## src/rtl/jk_arb_pkg.sv

```systemverilog
// Shared definitions for the JK command arbiter: op encodings and sequencer states.
// The op code doubles as {J,K} for the addressed flop.
package jk_arb_pkg;

  localparam logic [1:0] OP_HOLD   = 2'b00;
  localparam logic [1:0] OP_RESET  = 2'b01;
  localparam logic [1:0] OP_SET    = 2'b10;
  localparam logic [1:0] OP_TOGGLE = 2'b11;

  typedef enum logic [1:0] {
    ST_IDLE   = 2'd0,
    ST_APPLY  = 2'd1,
    ST_REPORT = 2'd2
  } arb_state_e;

endpackage

```

## src/rtl/jk_ff_cell.sv

```systemverilog
// One JK flip-flop with a clock enable and an asynchronous active-low clear.
module jk_ff_cell (
  input  logic clk,
  input  logic rst_n,
  input  logic en,
  input  logic j,
  input  logic k,
  output logic q
);

  always_ff @(posedge clk or negedge rst_n) begin
    if (!rst_n) begin
      q <= 1'b0;
    end else if (en) begin
      case ({j, k})
        2'b01:   q <= 1'b0;
        2'b10:   q <= 1'b1;
        2'b11:   q <= ~q;
        default: q <= q;
      endcase
    end
  end

endmodule

```

## src/rtl/jk_cmd_arbiter.sv

```systemverilog
// Arbiter/sequencer owning a bank of NFF JK flops shared by NREQ requesters.
// Build option JK_ARB_RR_EN selects round-robin priority; otherwise lowest index wins.
module jk_cmd_arbiter
  import jk_arb_pkg::*;
#(
  parameter int NREQ = 4,
  parameter int NFF  = 8,
  parameter int IDXW = $clog2(NFF)
) (
  input  logic                     clk,
  input  logic                     reset,
  input  logic [NREQ-1:0]          req_valid,
  input  logic [2*NREQ-1:0]        req_op,
  input  logic [IDXW*NREQ-1:0]     req_idx,
  output logic [NREQ-1:0]          req_ready,
  output logic [NFF-1:0]           q,
  output logic                     done_valid,
  output logic [$clog2(NREQ)-1:0]  done_id,
  output logic                     done_q,
  output logic                     done_err,
  output logic [1:0]               dbg_state
);

  localparam int IDW = $clog2(NREQ);

  arb_state_e       state, state_nxt;
  logic [1:0]       op_r;
  logic [IDXW-1:0]  idx_r;
  logic [IDW-1:0]   id_r;
  logic             err_r;
  logic             win_any;
  logic [IDW-1:0]   win_id;
  logic [1:0]       sel_op;
  logic [IDXW-1:0]  sel_idx;
  logic             hs;
  logic             q_sel;
  logic [NFF-1:0]   ff_en;

`ifdef JK_ARB_RR_EN
  logic [IDW-1:0] last_grant;
  int             c;

  // Search begins one past the previous winner and wraps.
  always_comb begin
    win_any = 1'b0;
    win_id  = '0;
    c       = 0;
    for (int k = 1; k <= NREQ; k++) begin
      c = (int'(last_grant) + k) % NREQ;
      if (!win_any && req_valid[c]) begin
        win_any = 1'b1;
        win_id  = IDW'(c);
      end
    end
  end

  always_ff @(posedge clk or negedge reset) begin
    if (!reset) begin
      last_grant <= IDW'(NREQ - 1);
    end else if (hs) begin
      last_grant <= win_id;
    end
  end
`else
  always_comb begin
    win_any = 1'b0;
    win_id  = '0;
    for (int r = NREQ - 1; r >= 0; r--) begin
      if (req_valid[r]) begin
        win_any = 1'b1;
        win_id  = IDW'(r);
      end
    end
  end
`endif

  // Handshake: a command transfers on a cycle where req_valid[r] & req_ready[r];
  // ready goes only to the current winner, only in IDLE and never while reset is low.
  always_comb begin
    req_ready = '0;
    if (state == ST_IDLE && reset && win_any) req_ready[win_id] = 1'b1;
  end

  assign hs      = |(req_valid & req_ready);
  assign sel_op  = req_op[2*int'(win_id) +: 2];
  assign sel_idx = req_idx[IDXW*int'(win_id) +: IDXW];

  always_comb begin
    state_nxt = state;
    case (state)
      ST_IDLE:   if (hs) state_nxt = ST_APPLY;
      ST_APPLY:  state_nxt = ST_REPORT;
      ST_REPORT: state_nxt = ST_IDLE;
      default:   state_nxt = ST_IDLE;
    endcase
  end

  always_ff @(posedge clk or negedge reset) begin
    if (!reset) begin
      state <= ST_IDLE;
      op_r  <= OP_HOLD;
      idx_r <= '0;
      id_r  <= '0;
      err_r <= 1'b0;
    end else begin
      state <= state_nxt;
      if (hs) begin
        op_r  <= sel_op;
        idx_r <= sel_idx;
        id_r  <= win_id;
        err_r <= (int'(sel_idx) >= NFF);
      end
    end
  end

  // Out-of-range targets enable nothing, which is the same as a hold.
  always_comb begin
    ff_en = '0;
    q_sel = 1'b0;
    for (int i = 0; i < NFF; i++) begin
      if (int'(idx_r) == i) begin
        ff_en[i] = (state == ST_APPLY) && !err_r;
        q_sel    = q[i];
      end
    end
  end

  for (genvar i = 0; i < NFF; i++) begin : g_ff
    jk_ff_cell u_ff (
      .clk   (clk),
      .rst_n (reset),
      .en    (ff_en[i]),
      .j     (op_r[1]),
      .k     (op_r[0]),
      .q     (q[i])
    );
  end

  assign done_valid = (state == ST_REPORT);
  assign done_id    = done_valid ? id_r : '0;
  assign done_err   = done_valid && err_r;
  assign done_q     = done_valid && !err_r && q_sel;
  assign dbg_state  = state;

endmodule

```

## config.mk

```make
export PLATFORM = sky130hd
export DESIGN_NAME = jk_cmd_arbiter
export DESIGN_NICKNAME = d
export VERILOG_FILES = /design/src/rtl/jk_arb_pkg.sv /design/src/rtl/jk_ff_cell.sv /design/src/rtl/jk_cmd_arbiter.sv
export SDC_FILE = /design/constraint.sdc
export NUM_CORES = 1
export LEC_CHECK = 0
export BUFFER_PORTS_ARGS = -buffer_cell sky130_fd_sc_hd__buf_4
export CORE_MARGIN = 5
export CORE_UTILIZATION = 54
export CTS_BUF_LIST = sky130_fd_sc_hd__clkbuf_4 sky130_fd_sc_hd__clkbuf_8
export CTS_CLUSTER_DIAMETER = 200
export CTS_CLUSTER_SIZE = 24
export DETAILED_ROUTE_END_ITERATION = 8
export GPL_TIMING_DRIVEN = 0
export MAX_ROUTING_LAYER = met4
export PLACE_DENSITY = 0.95
export REMOVE_ABC_BUFFERS = 1
export SETUP_SLACK_MARGIN = 0.3
export SLEW_MARGIN = 20
export SYNTH_ARGS = -nofsm -noshare
export SYNTH_HDL_FRONTEND = slang
export SYNTH_SLANG_ARGS = --single-unit
export TNS_END_PERCENT = 30
```

## constraint.sdc

```tcl
create_clock -name clk -period 3.6 [get_ports clk]
set_clock_uncertainty 0.1 [all_clocks]
set_input_delay 0.18 -clock clk [delete_from_list [all_inputs] [get_ports clk]]
set_output_delay 0.18 -clock clk [all_outputs]
set_load 0.01 [all_outputs]
```

==> summary.txt, run 1 <==
Post-route minimum period: 1.98 ns
Global-route wire length before repair: 4330 µm
Avg Cell Area, Syn: 9.30 µm²
Final Non-Filler Cells: 183
Std-Cell Rows: 16
Cells after Synth: 122
Reg clk slew, reported paths: 0.09 ns
Top sig layer: met4
Fill count: 148
Fmax: 0.504 GHz
# IOs: 45
Routed len/inst: 13.9 µm
Die Ht: 55.8 µm
Highest-count cells in the layout ignoring fill and taps: buf_4, dfrtp_1, nor2_1, o21ai_0
Area grow syn2layout: 26.2%
Port Buffers: 43
DR vias: 1,030
CP arrival: 1.70 ns
CP required: 3.32 ns
Remaining Overflow, GRT: 0
Yosys cell types: 36
Clock sinks: 17
Worst-Skew Late Latency: 0.28 ns
Fraction of registers with async set/reset: 100%
Switching Fraction: 37.4%
Initial DRC Count: 21
Leakage: 0.662 nW
WL met2: 1260 µm
H-tree Lvls: 1
Area of the die: 0.00312 mm²
Longest Clk Path Bufs: 2
RSZ-0062 raised after global routing: false
Setup violators final: 0
Met3 routed WL: 204 µm
Post-CTS setup buffers: 0
Seq cells post-synth: 17
Max-slew violation count: 0
Tcrit/Tclk final: 55.1%
Sequential element share of the synthesized area: 37.5%
Crit path max fanout: 19
Vias in the first global route: 1,006
Setup Total Neg Slack: 0 ns
Starting density of the core: 57.3%
Worst setup EP type: output port
Initial antenna violation count: 0
Final nets: 183
Pwr Total: 790 µW
DRC Markers: 0
Top cell type's share of synthesized area: 37.5%
Via-per-instance ratio: 5.63
WHS: 0.142 ns
Total GRT Usage: 17.6%
Mapped cell area: 0.00113 mm²
Met1 Routed Length: 1070 µm
Max Cap Violations: 0
EDFF count, synth: 0
CP startpoint: reset
YS warnings: 0
Routed WL: 2550 µm
WS Path Type: in2out
Diodes inserted: 0
R2R Path Start: dbg_state[1]
Synth top area cells: dfrtp_1, buf_4, mux2_4
Core Box Area: 0.00198 mm²
Gpl congestion: 0.802
Outcome: complete, no violations
Hold_sp: req_valid[2]
# resized after CTS: 0
Register area: 425 µm²
Clock power share: 13.4%
Hold Path Class: in2reg
First-pass iteration count of the detailed router: 4
Crit path launch type: input pin
Placed cell count: 178
Switching power: 295 µW
Post-layout util: 72.3%
Commonest non-fill, non-tap cell in the layout: buf_4
CTS tree: yes
Share of post-route cells with drive strength above 1: 35.3%
Register share of total power: 45.3%
HPWL Detailed: 2000 µm
Hold_buf cts: 1
Cell area power density: 552 mW/mm²
Maximum vdd drop: 0.000305 V
Remaining antenna violation count: 0
Largest net degree at the start of global routing: 20
Multi-input combinational cell area: 607 µm²
Comb power frac: 41.4%
Clock buffers created by TritonCTS: 3
Hold Vio Cnt, Final: 0
Root Driver: clkbuf_4
Top FF cell, synth: dfrtp_1
Leading area contributor after synthesis: dfrtp_1
Chip Width: 55.8 µm
Pint: 495 µW
-- power groups by stage --
stage,logic (mW),registers [mW],clock network [mW]
2_1_floorplan,0.167,0.359,0
3_3_place_gp,0.318,0.353,0
3_5_place_dp,0.328,0.361,0
4_1_cts,0.331,0.357,0.111
5_1_grt,0.360,0.371,0.118
6_report,0.327,0.358,0.106
-- state kept, by name, indices dropped and copies added (netlist names) --
register,flops
g_ff.u_ff.q,8
op_r,2
id_r,2
idx_r,3
dbg_state,2
-- worst max-delay path, stage by stage --
cell           delay (ns)
dlygate4sd3_1        0.52
buf_4                0.24
nor3b_1              0.41
and2_1               0.22
buf_4                0.13
-- final cells by class --
cell class / count / share of cell area, %
well taps: 27 / 2.36
clock buffers: 4 / 2.10
repair buffers: 44 / 23.2
flip-flops and latches: 17 / 29.7
multi-input cells: 90 / 42.4
inverters: 1 / 0.262
-- stage by stage --
stage / cell area (µm²) / worst slack (ns)
floorplan: 1040 / 2.16
global placement: 1390 / 2.09
detailed placement: 1390 / 2.06
CTS: 1430 / 1.61
global route: 1430 / 1.50
finish: 1430 / 1.62
-- Yosys cell counts, drive strengths merged (2+ instances only) --
cell type and count:
dfrtp 17, o31ai 4, mux2i 2, a21oi 7, a222oi 4, buf 12
o21ai 12, nand2 6, mux2 5, a22oi 4, clkbuf 2, nor2b 6
nor3 3, nor3b 3, nand3 3, nor2 11, and2 4, nand2b 4
-- kinds of logic after synthesis --
group	Yosys count	synth area share (%)
simple gates	44	21.6
compound gates	38	23.2
flops	17	37.5
buf+inv	15	9.04
mux	7	8.38
other cells	1	0.330
-- routing by layer --
metal / up-vias / GRT usage [%]
met5: - / -
met4: 0 / 6.10
met3: 2 / 3.25
met2: 44 / 30.9
met1: 475 / 20.1
li1: 509 / -
-- path summary, 6_finish.rpt --
check | end | slack [ns] | depth (start not counted)
max in group asynchronous | g_ff[2].u_ff.q | 3.03 | 2
worst min register to register | id_r[1] | 0.42 | 1
worst max-delay path | req_ready[0] | 1.62 | 5
min in group asynchronous | g_ff[5].u_ff.q | 0.19 | 2
worst max register to register | op_r[0] | 2.01 | 4
worst min-delay path | id_r[0] | 0.14 | 4
No activity file was read; power rests on OpenSTA's default activity.
==> inputs of run 2 (changes only) <==
Settings changed: ABC_AREA from default to 1, CORE_UTILIZATION 54 to 49, PLACE_DENSITY 0.95 to 0.91.
Clock period 3.6 ns to 1.9 ns, I/O delays scaled along.
==> summary.txt, run 2 <==
CP arrival: 1.57 ns (-0.13 ns)
DR vias: 1,217 (+18%)
EDFF count, synth: 0 (unchanged)
Cell with the biggest individual delay on the critical path: dfrtp_2
Max reg flops: 8 (unchanged)
First-pass iteration count of the detailed router: 4 (unchanged)
Crit path max fanout: 4 (-15)
RSZ-0062 raised after global routing: true
Top cell type's share of synthesized area: 39.2% (+1.7 points)
Clock sinks: 17 (unchanged)
Top reg by flops: g_ff.u_ff.q
Mapped cell area: 0.00109 mm² (-4.3%)
Reg clk slew, reported paths: 0.09 ns (about the same)
Seq cells post-synth: 17 (unchanged)
Fmax: 0.565 GHz
Clock buffers created by TritonCTS: 3 (unchanged)
Leading area contributor after synthesis: dfrtp_1
Total GRT Usage: 21.2% (+3.6 points)
CTS tree: yes
CP max stage delay: 0.45 ns (-0.07 ns)
CP cell instances: buf_6 -> nor3_2 -> a21oi_1 -> nand3_1 -> nand2_1 -> inv_1 -> buf_6
Rel. slew slack: 48.6%
Root Driver: clkbuf_4
Max Cap Violations: 0 (unchanged)
Hold Path Class: in2reg
Chip Width: 57.1 µm (+2.2%)
WS Path Type: reg2out
Commonest non-fill, non-tap cell in the layout: buf_4
Std-Cell Rows: 17 (+1)
Diodes inserted: 0 (unchanged)
Yosys cell types: 18 (-50%)
Vias in the first global route: 1,266 (+26%)
CP required: 1.70 ns (-1.62 ns)
Area grow syn2layout: 47.6%
H-tree Lvls: 1 (unchanged)
Core Box Area: 0.00217 mm² (+9.5%)
Post-route minimum period: 1.77 ns
Top FF cell, synth: dfrtp_1
Cell area after layout: 0.00160 mm² (+12%)
Hold Vio Cnt, Final: 0 (unchanged)
Via-per-instance ratio: 5.25 (-6.8%)
Regs by FF count: g_ff.u_ff.q (8), idx_r (3)
Placed Area: 0.00137 mm² (-1.7%)
Synth top area cells: dfrtp_1, nand2_1, buf_4
Gpl congestion: 0.785 (-2.2%)
Port Buffers: 43 (unchanged)
Setup Total Neg Slack: 0 ns (unchanged)
Max-slew violation count: 0 (unchanged)
Routed len/inst: 13.5 µm (-2.8%)
Share of post-route cells with drive strength above 1: 42.6% (+7.4 points)
Maximum vdd drop: 0.000546 V (+79%)
YS warnings: 0 (unchanged)
Largest net degree at the start of global routing: 18 (-10%)
Worst-margin pin slew: 0.768 ns
Crit path launch type: register
Worst-Skew Late Latency: 0.29 ns (about the same)
Leakage: 0.813 nW (+23%)
# IOs: 45 (unchanged)
Area of the die: 0.00326 mm² (+4.5%)
Cell area power density: 1000 mW/mm² (+81%)
Top cells by count, synth: nand2_1, inv_1, dfrtp_1
Setup violators final: 0 (unchanged)
Routed WL: 3140 µm (+23%)
Longest Clk Path Bufs: 2 (unchanged)
Remaining antenna violation count: 0 (unchanged)
Cells after Synth: 155 (+27%)
Outcome: complete, no violations
Starting density of the core: 50.1% (-7.2 points)
Most used cell, CP: buf_6
Initial antenna violation count: 0 (unchanged)
DRC Markers: 0 (unchanged)
Fraction of registers with async set/reset: 100% (unchanged)
Cell with the most instances after synthesis: nand2_1
Die Ht: 57.1 µm (+2.2%)
Initial DRC Count: 24 (+14%)
Global-route wire length before repair: 5530 µm (+28%)
Remaining Overflow, GRT: 0 (unchanged)
Tcrit/Tclk final: 93.1%
Sequential element share of the synthesized area: 39.2% (+1.7 points)
Avg Cell Area, Syn: 7.01 µm² (-25%)
Final nets: 231 (+26%)
Worst setup EP type: output port
Highest-count cells in the layout ignoring fill and taps: buf_4, nand2_1, inv_1, dfrtp_1
HPWL Detailed: 2140 µm (+7.1%)
R2r setup slk: 0.29 ns (-1.72 ns)
==> run 2: final cells by class <==
| class | instances | area (µm²) |
|---|---|---|
| clock buffer | 4 | 30.0 |
| sequential | 17 | 429 |
| timing repair buffer | 55 | 430 |
| tap | 28 | 35.0 |
| fill | 150 | 567 |
| multi-input combinational | 108 | 598 |
| inverter | 20 | 80.1 |
==> run 2: final timing paths <==
kind	start	endpoint	depth (start not counted)
min in group asynchronous	reset	g_ff[5].u_ff.q	2
max reg2reg	dbg_state[1]	g_ff[2].u_ff.q	8
min	req_idx[2]	idx_r[2]	5
min reg2reg	op_r[1]	op_r[1]	2
max in group asynchronous	reset	idx_r[0]	2
max	idx_r[0]	done_q	7
==> run 2: metal layers <==
layer	vias up	share of wire [%]	global-route usage, %
met5	-	0	-
met4	0	1.1	4.97
met3	6	9.1	3.17
met2	67	52	38.0
met1	548	38	24.8
li1	596	-	-
==> run 2: cell families (layout without fill, tap and decap cells) <==
family | after synthesis | count (layout) | share of synthesized area (%)
buffers and inverters | 30 | 79 | 13.8
and+or+nand+nor | 89 | 89 | 37.1
DFF | 17 | 17 | 39.2
AOI/OAI and AO/OA | 18 | 18 | 9.56
other | 1 | 1 | 0.345
==> run 2: critical path: cells and delay by family (launching register included) <==
family                 cells  cell delay, ns
DFF                        1            0.45
buffers and inverters      3            0.29
and+or+nand+nor            3            0.41
AOI/OAI and AO/OA          1            0.13
==> run 2: timing repair <==
action,4_1_cts,5_1_grt
pin swaps,3,4
gates resized for setup,25,6
hold buffers,1,0
setup endpoints to repair,4,9
hold endpoints to repair,17,0
setup buffers,10,1
==> run 2: where the power goes <==
part | switching (mW) | leakage, nW | internal, mW
clock network | 0.112 | 0.0184 | 0.0959
registers | 0.123 | 0.212 | 0.486
logic | 0.415 | 0.582 | 0.372
total | 0.650 | 0.813 | 0.954
==> run 2: through the flow <==
stage                     setup WS [ns]  utilization (%)  cells  hold slack (ns)  power (mW)
after floorplan                   0.349                -    145           -0.301       0.897
after CTS                         0.178             72.6    231          0.00467        1.54
final                             0.131             73.9    232          0.00755        1.60
after detailed placement          0.172             63.1    216           -0.130        1.18
after global placement            0.275             63.1    216           -0.134        1.15
after global routing             0.0499             73.9    232           0.0569        1.71
==> inputs of run 3 (changes only) <==
Settings changed: CORE_UTILIZATION 49 to 50, CTS_CLUSTER_SIZE 24 to 8, PLACE_DENSITY 0.91 to 0.92, SYNTH_HIERARCHICAL from default to 1.
==> summary.txt, run 3 <==
Outcome: complete, no violations
Pint: 963 µW (+0.93%)
Post-layout util: 75.4% (+1.6 points)
Leakage: 0.842 nW (+3.6%)
Switching Fraction: 41.9% (+1.3 points)
Via-per-instance ratio: 5.43 (+3.5%)
Cell area power density: 1000 mW/mm² (+0.15%)
Yosys cell types: 28 (+10)
Top cells by count, synth: nand2_1, nor2_1, inv_1
Worst Setup EP: done_q
Synth top area cells: dfrtp_1, nand2_1, nor2_1
Cells after Synth: 161 (+3.9%)
Hold Path Class: in2reg
Clock buffers created by TritonCTS: 3 (unchanged)
DRC Markers: 0 (unchanged)
Worst r2r path cells: 7 (-1)
Seq cells post-synth: 17 (unchanged)
Worst-Skew Late Latency: 0.30 ns (about the same)
Max reg flops: 8 (unchanged)
R2R Path Start: idx_r[0]
Reg clk slew, reported paths: 0.10 ns (about the same)
YS warnings: 6 (+6)
Worst-margin pin slew: 0.739 ns (-0.0292 ns)
Commonest non-fill, non-tap cell in the layout: buf_4
Top reg by flops: g_ff.u_ff/q
WP depth: 7 (unchanged)
Register share of total power: 40.0% (+2.0 points)
Leading area contributor after synthesis: dfrtp_1
Share of post-route cells with drive strength above 1: 38.8% (-3.8 points)
CP startpoint: idx_r[0]
Maximum vdd drop: 0.000564 V (+3.3%)
Avg Cell Area, Syn: 7.07 µm² (+0.93%)
Top cell type's share of synthesized area: 37.4% (-1.8 points)
FF-to-FF End: g_ff[5].u_ff/q
Top delay family on crit path: flip-flops
H-tree Lvls: 1 (unchanged)
Largest net degree at the start of global routing: 18 (unchanged)
Global-route wire length before repair: 5850 µm (+5.9%)
Cell area after layout: 0.00165 mm² (+3.1%)
Placed Area: 0.00147 mm² (+7.7%)
Starting density of the core: 52.0% (+1.9 points)
Area of the die: 0.00333 mm² (+2.3%)
Die Ht: 57.7 µm (+1.1%)
Std-Cell Rows: 17 (unchanged)
Setup violators final: 0 (unchanged)
Max-slew violation count: 0 (unchanged)
Vias in the first global route: 1,347 (+6.4%)
HPWL Detailed: 2280 µm (+6.5%)
# IOs: 45 (unchanged)
Tcrit/Tclk final: 90.2% (-2.9 points)
Hold Path Depth: 3 (-2)
Longest Clk Path Bufs: 2 (unchanged)
Area grow syn2layout: 45.2%
Comb power frac: 48.1% (-0.9 points)
Final nets: 246 (+6.5%)
Initial antenna violation count: 0 (unchanged)
Root Driver: clkbuf_4
Diodes inserted: 0 (unchanged)
Crit path max fanout: 5 (+1)
Clock power share: 11.9% (-1.1 points)
Max Cap Violations: 0 (unchanged)
Fraction of registers with async set/reset: 100% (unchanged)
CP max stage delay: 0.46 ns (about the same)
Setup slack after layout: 0.185 ns (+0.0543 ns)
Gpl congestion: 0.877 (+12%)
CP arrival: 1.52 ns (-0.05 ns)
CP cell instances: inv_4 -> buf_4 -> nor3_2 -> inv_1 -> o21ai_1 -> a21oi_1 -> buf_4
Remaining antenna violation count: 0 (unchanged)
Rel. slew slack: 50.6% (+2.0 points)
Crit path launch type: register
Clock sinks: 17 (unchanged)
Regs by FF count: g_ff.u_ff/q (8), idx_r (3)
Top FF cell, synth: dfrtp_1
Total GRT Usage: 22.7% (+1.5 points)
First-pass iteration count of the detailed router: 4 (unchanged)
Post-route minimum period: 1.71 ns (-0.0543 ns)
Pwr Total: 1.66 mW (+3.3%)
Highest-count cells in the layout ignoring fill and taps: buf_4, nand2_1, nor2_1, inv_1, dfrtp_1
Initial DRC Count: 61 (+150%)
Port Buffers: 43 (unchanged)
RSZ-0062 raised after global routing: true
Chip Width: 57.7 µm (+1.1%)
Hold Vio Cnt, Final: 0 (unchanged)
WP buf/inv: 4 (+1)
DR vias: 1,341 (+10%)
Remaining Overflow, GRT: 0 (unchanged)
Core Box Area: 0.00219 mm² (+0.98%)
CTS tree: yes
CP required: 1.70 ns (about the same)
Sequential element share of the synthesized area: 37.4% (-1.8 points)
Most used cell, CP: buf_4
Dpl ws: 0.444 ns (+0.272 ns)
Routed len/inst: 13.4 µm (-0.81%)
Fmax: 0.583 GHz (+3.2%)
Cell with the biggest individual delay on the critical path: dfrtp_2
Switching power: 694 µW (+6.7%)
WS Path Type: reg2out
R2r setup slk: 0.25 ns (-0.04 ns)
Cell with the most instances after synthesis: nand2_1
Mapped cell area: 0.00114 mm² (+4.8%)
Routed WL: 3320 µm (+5.6%)
EDFF count, synth: 0 (unchanged)
Setup Total Neg Slack: 0 ns (unchanged)
Worst setup EP type: output port
run 3: changes by cell type in the layout (fill, tap and decap cells not counted), sizes merged, moves of 3 or more:
| cell | change |
|---|---|
| a22o | +5 |
| a31oi | -5 |
| buf | +3 |
| clkinv | +3 |
| inv | +5 |
| nand2 | -5 |
| nor2 | +8 |
| nor3 | -6 |
| nor4 | +4 |
| o211ai | +5 |
| or2 | +6 |
run 3: repair_timing:
action / CTS / global route
hold buffers: 1 / 0
resized for setup: 8 / 3
setup endpoints to repair: 2 / 7
buffers inserted: 14 / 0
pin swaps: 3 / 1
endpoints found under the hold margin: 17 / 0
run 3: layer usage:
layer / wire length (µm) / track usage, % / part of all wire [%] / vias up
met2: 1680 / 37.9 / 51 / 87
met3: 300 / 4.01 / 9.0 / 16
met5: 0 / - / 0 / -
met4: 127 / 10.6 / 3.8 / 0
met1: 1210 / 26.3 / 36 / 599
li1: - / - / - / 639
run 3: cell families (layout without fill, tap and decap cells):
logic type	Yosys count	count (layout)	synth area share, %
buf+inv	31	89	11.3
compound gates	19	19	12.4
flops	17	17	37.4
simple gates	93	93	38.6
other cells	1	1	0.329
run 3: area by class of cell:
class                           instances  area (µm²)
Multi-Input combinational cell        113         608
Fill cell                             165         538
Tap cell                               28        35.0
Clock inverter                          1        5.00
Sequential cell                        17         429
Inverter                               27         111
Timing Repair Buffer                   58         442
Clock buffer                            3        22.5
run 3: through the flow:
stage	cells	hold WS, ns
2_1_floorplan	157	-0.301
3_3_place_gp	228	-0.131
3_5_place_dp	228	-0.123
4_1_cts	247	0.0328
5_1_grt	247	0.0423
6_report	247	0.0260
run 3: worst min path at each step:
stage                    from              to  slack, ns
floorplan               reset    dbg_state[0]      -0.30
finish              req_op[3]         op_r[1]       0.03
global placement        reset  g_ff[2].u_ff/q      -0.13
CTS                 req_op[3]         op_r[1]       0.03
detailed placement      reset  g_ff[2].u_ff/q      -0.12
global route        req_op[2]         op_r[0]       0.04
run 3: power by group through the flow:
stage / logic [mW] / clock network, mW / registers, mW
2_1_floorplan: 0.315 / 0 / 0.660
3_3_place_gp: 0.589 / 0 / 0.650
3_5_place_dp: 0.610 / 0 / 0.664
4_1_cts: 0.760 / 0.200 / 0.651
5_1_grt: 0.874 / 0.224 / 0.686
6_report: 0.796 / 0.197 / 0.663
run 3: worst reg2reg max path, delay by kind of cell (launching register included):
family	cells	cell delay, ns
buffers and inverters	3	0.34
and+or+nand+nor	4	0.64
DFF	1	0.46
